--- config.mk ---
export PLATFORM = sky130hd
export DESIGN_NAME = serial_subtractor
export DESIGN_NICKNAME = d
export VERILOG_FILES = /design/src/rtl/serial_subtractor.sv
export SDC_FILE = /design/constraint.sdc
export NUM_CORES = 1
export LEC_CHECK = 0
export CAP_MARGIN = 0
export CORE_ASPECT_RATIO = 1.5
export CORE_MARGIN = 1
export CORE_UTILIZATION = 50
export CTS_CLUSTER_SIZE = 16
export DETAILED_ROUTE_END_ITERATION = 8
export PLACE_DENSITY = 0.77
export REMOVE_ABC_BUFFERS = 1
export SLEW_MARGIN = 20
export SYNTH_ARGS = -nofsm -noshare
export SYNTH_HDL_FRONTEND = slang
export SYNTH_SLANG_ARGS = --single-unit
--- constraint.sdc ---
create_clock -name clk -period 1.5 [get_ports clk]
set_clock_uncertainty 0.05 [all_clocks]
set_input_delay 0.225 -clock clk [delete_from_list [all_inputs] [get_ports clk]]
set_output_delay 0.225 -clock clk [all_outputs]
set_load 0.005 [all_outputs]
--- src/rtl/serial_subtractor.sv ---
// serial_subtractor: bit-serial a - b computed as a + ~b + 1 through one
// full-adder cell, one bit per clock, LSB first. Operands enter on a
// valid/ready port and the N+1 bit result leaves on a valid/ready port.
// Optional build macro SERIAL_ADD_MODE_EN adds an 'op' input (1 = add,
// 0 = subtract); without it the block only subtracts.
module serial_subtractor #(
    parameter int N = 4
) (
    input  logic         clk,
    input  logic         rst_n,
    input  logic         in_valid,
    output logic         in_ready,
    input  logic [N-1:0] a,
    input  logic [N-1:0] b,
`ifdef SERIAL_ADD_MODE_EN
    input  logic         op,
`endif
    output logic         out_valid,
    input  logic         out_ready,
    output logic [N:0]   result
);

    localparam int CW = $clog2(N) + 1;
    localparam logic [CW-1:0] LAST_CNT = CW'(N - 1);

    typedef enum logic [1:0] {
        IDLE = 2'b00,
        RUN  = 2'b01,
        DONE = 2'b10
    } state_t;

    state_t         state_r;
    state_t         state_next_s;
    logic [N-1:0]   a_sr_r;
    logic [N-1:0]   b_sr_r;
    logic [N-1:0]   sum_sr_r;
    logic           carry_r;
    logic           add_r;
    logic [CW-1:0]  cnt_r;
    logic           in_ready_r;
    logic           out_valid_r;
    logic [N:0]     result_r;

    logic           accept_s;
    logic           last_bit_s;
    logic           op_sel_s;
    logic           s_bit_s;
    logic           carry_next_s;
    logic           msb_s;
    logic [N-1:0]   sum_shift_s;

    // Three-input majority: carry out of a full adder.
    function automatic logic maj3(input logic x, input logic y, input logic z);
        return (x & y) | (x & z) | (y & z);
    endfunction

    // Three-input XOR: sum bit of a full adder.
    function automatic logic xor3(input logic x, input logic y, input logic z);
        return x ^ y ^ z;
    endfunction

`ifdef SERIAL_ADD_MODE_EN
    assign op_sel_s = op;
`else
    assign op_sel_s = 1'b0;
`endif

    // Next-state logic and the single full-adder cell with its shifted sum.
    always_comb begin
        state_next_s  = state_r;
        accept_s      = 1'b0;
        last_bit_s    = 1'b0;
        s_bit_s       = xor3(a_sr_r[0], b_sr_r[0], carry_r);
        carry_next_s  = maj3(a_sr_r[0], b_sr_r[0], carry_r);
        msb_s         = add_r ? carry_next_s : ~carry_next_s;
        sum_shift_s   = sum_sr_r >> 1'b1;
        sum_shift_s[N-1] = s_bit_s;
        case (state_r)
            IDLE: begin
                if (in_valid) begin
                    accept_s     = 1'b1;
                    state_next_s = RUN;
                end else begin
                    state_next_s = IDLE;
                end
            end
            RUN: begin
                if (cnt_r == LAST_CNT) begin
                    last_bit_s   = 1'b1;
                    state_next_s = DONE;
                end else begin
                    state_next_s = RUN;
                end
            end
            DONE: begin
                if (out_ready) begin
                    state_next_s = IDLE;
                end else begin
                    state_next_s = DONE;
                end
            end
            default: begin
                state_next_s = IDLE;
            end
        endcase
    end

    // FSM state register.
    always_ff @(posedge clk or negedge rst_n) begin
        if (!rst_n) begin
            state_r <= IDLE;
        end else begin
            state_r <= state_next_s;
        end
    end

    // Handshake outputs registered from the next state so they track it exactly.
    always_ff @(posedge clk or negedge rst_n) begin
        if (!rst_n) begin
            in_ready_r  <= 1'b1;
            out_valid_r <= 1'b0;
        end else begin
            in_ready_r  <= (state_next_s == IDLE);
            out_valid_r <= (state_next_s == DONE);
        end
    end

    // Operand capture, bit-serial shifting and final result load.
    always_ff @(posedge clk or negedge rst_n) begin
        if (!rst_n) begin
            a_sr_r   <= {N{1'b0}};
            b_sr_r   <= {N{1'b0}};
            sum_sr_r <= {N{1'b0}};
            carry_r  <= 1'b0;
            add_r    <= 1'b0;
            cnt_r    <= {CW{1'b0}};
            result_r <= {(N+1){1'b0}};
        end else begin
            case (state_r)
                IDLE: begin
                    if (accept_s) begin
                        // Subtract feeds ~b with carry-in 1; add feeds b with carry-in 0.
                        a_sr_r   <= a;
                        b_sr_r   <= op_sel_s ? b : ~b;
                        carry_r  <= ~op_sel_s;
                        add_r    <= op_sel_s;
                        cnt_r    <= {CW{1'b0}};
                        sum_sr_r <= {N{1'b0}};
                    end else begin
                        cnt_r    <= {CW{1'b0}};
                    end
                end
                RUN: begin
                    a_sr_r   <= a_sr_r >> 1'b1;
                    b_sr_r   <= b_sr_r >> 1'b1;
                    carry_r  <= carry_next_s;
                    sum_sr_r <= sum_shift_s;
                    if (last_bit_s) begin
                        // Result only changes here, so it never shows a partial sum.
                        cnt_r    <= {CW{1'b0}};
                        result_r <= {msb_s, sum_shift_s};
                    end else begin
                        cnt_r    <= cnt_r + CW'(1'b1);
                    end
                end
                DONE: begin
                    cnt_r <= {CW{1'b0}};
                end
                default: begin
                    cnt_r <= {CW{1'b0}};
                end
            endcase
        end
    end

    assign in_ready  = in_ready_r;
    assign out_valid = out_valid_r;
    assign result    = result_r;

endmodule

After elaboration in Yosys (flattened, before gate mapping):

Index checks and enable logic that the tools add are counted.

* register bits: 25
* input port bits: 12
* output and inout port bits: 7
* word-level logic and storage cells: 47

* add/subtract/negate cells: 1
* equality and inequality tests: 5
* multiplexer cells: 18
* bitwise operators: 9
* reduce and logical (&&, ||, !) cells: 5

Operator list (count)
* 4-bit one-hot mux with 2 select lines: 3
* 4-bit 2-to-1 mux: 3
* 1-bit 2-to-1 mux: 6
* 3-bit 2-to-1 mux: 2
* 2-bit one-hot mux with 3 select lines: 1
* 2-bit equality test, second input constant: 2
* 2-bit logical NOT: 2
* 2-bit 2-to-1 mux: 2
* 4-bit inverter: 1
* 2-bit AND reduction: 2
* 3-bit by 1-bit adder with 3-bit output, second input constant: 1
* 1-bit bitwise AND: 3
* 3-bit by 2-bit equality test with 1-bit output, second input constant: 1
* 2-bit by 1-bit equality test with 1-bit output, second input constant: 1
* 2-bit inequality test, second input constant: 1
* 1-bit OR: 2
* 1-bit one-hot mux with 2 select lines: 1
* 2-bit nonzero test: 1
* 1-bit bitwise XOR: 2
* 1-bit inverter: 1

Logic depth before layout (Yosys ltp):

* word-level depth: 5
* mapped depth: 4
* depth with buffers taken out: 3

Worst setup path after synthesis:

Ideal clock, no wire load.

* path kind: flip-flop to flip-flop
* start point: register cnt_r[0]
* end point: register result_r[0] (netlist: result[0])
* setup time: 125 ps
* arrival: 1181 ps
* data required time: 1325 ps
* slack: 144 ps
* cell stages (with the launch flop): 5
* buffers on the path: 1
* clock period less this slack: 1356 ps
* cells stage by stage: dfrtp_1 > ha_1 > and4bb_1 > buf_6 > mux2_4

* word-level cells in the longest chain between the ends: 4

RTL lines
* start: declaration: RTL line 39 `logic [CW-1:0] cnt_r;`
* start signal: assignment: RTL line 136 `cnt_r <= {CW{1'b0}};`
* start signal: assignment: RTL line 147 `cnt_r <= {CW{1'b0}};`
* start signal: assignment: RTL line 150 `cnt_r <= {CW{1'b0}};`
* 3-bit by 2-bit equality test with 1-bit output: RTL line 88 `if (cnt_r == LAST_CNT) begin`
* 1-bit 2-to-1 mux: RTL line 88
* 1-bit 2-to-1 mux: RTL line 78 `case (state_r)`
* 2-bit AND reduction (no source line)
* end signal: assignment: RTL line 137 `result_r <= {(N+1){1'b0}};`
* end signal: assignment: RTL line 161 `result_r <= {msb_s, sum_shift_s};`
* end: declaration: RTL line 42 `logic [N:0] result_r;`

No other way between the ends.
A chain may end at the register's enable or synchronous reset.

Worst setup path after layout:

* start point: register result_r[2] (netlist: result[2])
* end point: output result[2]

RTL lines
* end: declaration: RTL line 20 `output logic [N:0] result`

No word-level cell between the ends.

==> results.tsv <==
metric	value	unit
root_buffer	clkbuf_4	
drt_wl_total	1727	microns
antenna_left	0	
synth.area.top_cells	dfrtp_1, mux2_4, nor4b_1	
coreArea	2027	sq um
ys_seq_elements	24	
initial_core_util	53.02	%
die_h	58.79	microns
async_flop_share	100.0	%
numCtsBuffers	3	
cts_tree	yes	
finalCriticalPeriod	1433	ps
rsz0062_at_grt	no	
timing.hold.ws	221.5	ps
antenna_found_initial	0	
cap_violations	0	
cpLargestDelayFamily	buffers and inverters	
r2r_end	result[1]$_DFFE_PN0P_	
cpPeakStageDelay	500	ps
slew_violations	0	
dp_worst_setup_slack	7.050	ps
p_leak	0.6597	nW
io_pins	19	
multi_input_area	395.4	sq um
grt_pass1_vias	669	
layout_worst_path_cycle_share	95.51	%
area_growth	25.03	%
rows	20	
ir_drop	0.8096	mV
avgSynthCellArea	13.11	sq um
slowest_stage	clkdlybuf4s50_1	
placed_cell_area	1304	sq um
drt_iter0_drc	13	
ff2ff_setup_slack	80	ps
seq_area	601.8	sq um
slew_headroom	76.81	%
worst-setup-path-type	reg2out	
postLayoutCellArea	1344	sq um
setup_violations	0	
yosysWarnings	0	
fin_ws	67.29	ps
syn_inst	82	
power_density	1842	nW/um^2
cp.required	1220	ps
crit_path_max_fanout	2	
nets	122	
numPortBuffers	18	
start_kind	flip-flop	
via_count	720	
drive_gt1_share	16.82	%
fill_cells	157	
synth_edf_count	0	
drc	0	
die_area	2343	sq um
drt-vias-per-instance	5.581	
gp_congestion	0.6994	
reg2reg_depth	3	
grt_pass1_wl	2760	microns
status	finished, final reports clean	
yosys.area.top_type	dfrtp_1	
crit_chain	clkdlybuf4s50_1	
syn-cell-area	1075	sq um
diodes	0	
synth_flop_cell	dfrtp_1	
cts.path.max_buffers	2	
synth.top_cell.area_share	53.55	%
cp-end-kind	primary output	
die_width	39.86	microns
ys_seq_area_share	56.00	%
path_clk_slew	110	ps
crit_arrival	1160	ps
netlist-cell-type-count	31	
max_freq	0.6980	GHz
synth_most_common_cell	dfrtp_1	
tightest_slew	343.5	ps
worstReg2RegStart	cnt_r[0]$_DFF_PN0_	
worst-path-buf-inv	1	
overflow	0	
hold_path.class	in2async	
clock-sinks	24	
dr.pass1.iters	4	
grt_max_degree	25	
grt_usage	17.08	%
hold_violations	0	
ys_top_cells_by_count	dfrtp_1, inv_1, mux2_4, nor3b_1, nor4b_1	
hpwl	1287	microns
clk_latency	300	ps
wl_per_cell	13.39	microns
htree_levels	1	
## through the flow
step / utilization (%) / total power [mW] / setup TNS [ps] / std cells
after global routing: 66.30 / 2.664 / 0 / 129
after floorplan: - / 1.725 / -39.00 / 77
after detailed placement: 64.32 / 2.241 / 0 / 124
after CTS: 65.56 / 2.508 / 0 / 128
after global placement: 64.32 / 2.203 / 0 / 124
final: 66.30 / 2.475 / 0 / 129
## registers in the layout, summed over array words and instances (netlist names)
signal     flops
a_sr_r         4
b_sr_r         4
carry_r        1
cnt_r          3
in_ready       1
out_valid      1
result         5
state_r        2
sum_sr_r       3
## how the worst max path moves through the flow
stage                                startpoint               endpoint  slack, ps  depth (start not counted)
final                     result[2]$_DFFE_PN0P_              result[2]         70                          1
after CTS                 result[4]$_DFFE_PN0P_              result[4]         40                          1
after global placement       cnt_r[0]$_DFF_PN0_  result[4]$_DFFE_PN0P_         80                          3
after detailed placement     cnt_r[0]$_DFF_PN0_  result[1]$_DFFE_PN0P_          7                          3
after floorplan            state_r[1]$_DFF_PN0_  result[0]$_DFFE_PN0P_        -10                          2
after global routing      result[2]$_DFFE_PN0P_              result[2]          5                          1
## power breakdown
group | internal, mW | switching (mW) | leakage, nW
clock network | 0.103 | 0.167 | 0.0150
logic | 0.652 | 0.489 | 0.347
registers | 0.932 | 0.132 | 0.297
total | 1.69 | 0.788 | 0.660
## routing by layer
metal / vias up / part of all wire (%) / global-route usage, % / wire [microns]
met5: - / 0 / 0 / 0
met3: 4 / 3.4 / 2.264 / 58
met1: 347 / 41 / 19.85 / 715
met4: 0 / 1.4 / 7.389 / 25
met2: 23 / 54 / 29.74 / 928
li1: 346 / - / - / -
## kinds of logic (layout without fill, tap and decap cells)
kind of cell	after synthesis	after routing	synth area share, %
DFF	24	24	56.00
and+or+nand+nor	20	20	14.78
AOI/OAI and AO/OA	17	17	12.46
buffers and inverters	14	39	7.217
muxes	5	5	6.519
adders and majority gates	2	2	3.027
## layout make-up
cell class	count	share of cell area, %
Clock buffer	4	1.955
Timing Repair Buffer	26	19.27
Tap cell	22	2.048
Multi-Input combinational cell	44	29.42
Sequential cell	24	44.79
Inverter	9	2.514
## repair_timing
item | 4_1_cts | 5_1_grt
hold buffers | 0 | 0
buffers inserted | 0 | 1
gates resized for setup | 2 | 3
setup endpoints to repair | 2 | 3
cloned | 0 | 0
pin swaps | 0 | 0
## placed cells by master (no fill, tap or decap), drive strengths merged, types with 2 or more instances in the layout
cell | Yosys | final
nor4bb | 2 | 2
a21o | 3 | 3
buf | 5 | 8
clkbuf | 0 | 4
a221oi | 3 | 3
clkdlybuf4s50 | 0 | 14
dfrtp | 23 | 23
nor2b | 2 | 2
nor4b | 4 | 4
dlymetal6s2s | 0 | 3
a211oi | 3 | 3
mux2 | 4 | 4
and4bb | 2 | 2
a22o | 2 | 2
nor3b | 4 | 4
inv | 9 | 9
Note: power is estimated with default switching activity, not from simulation.
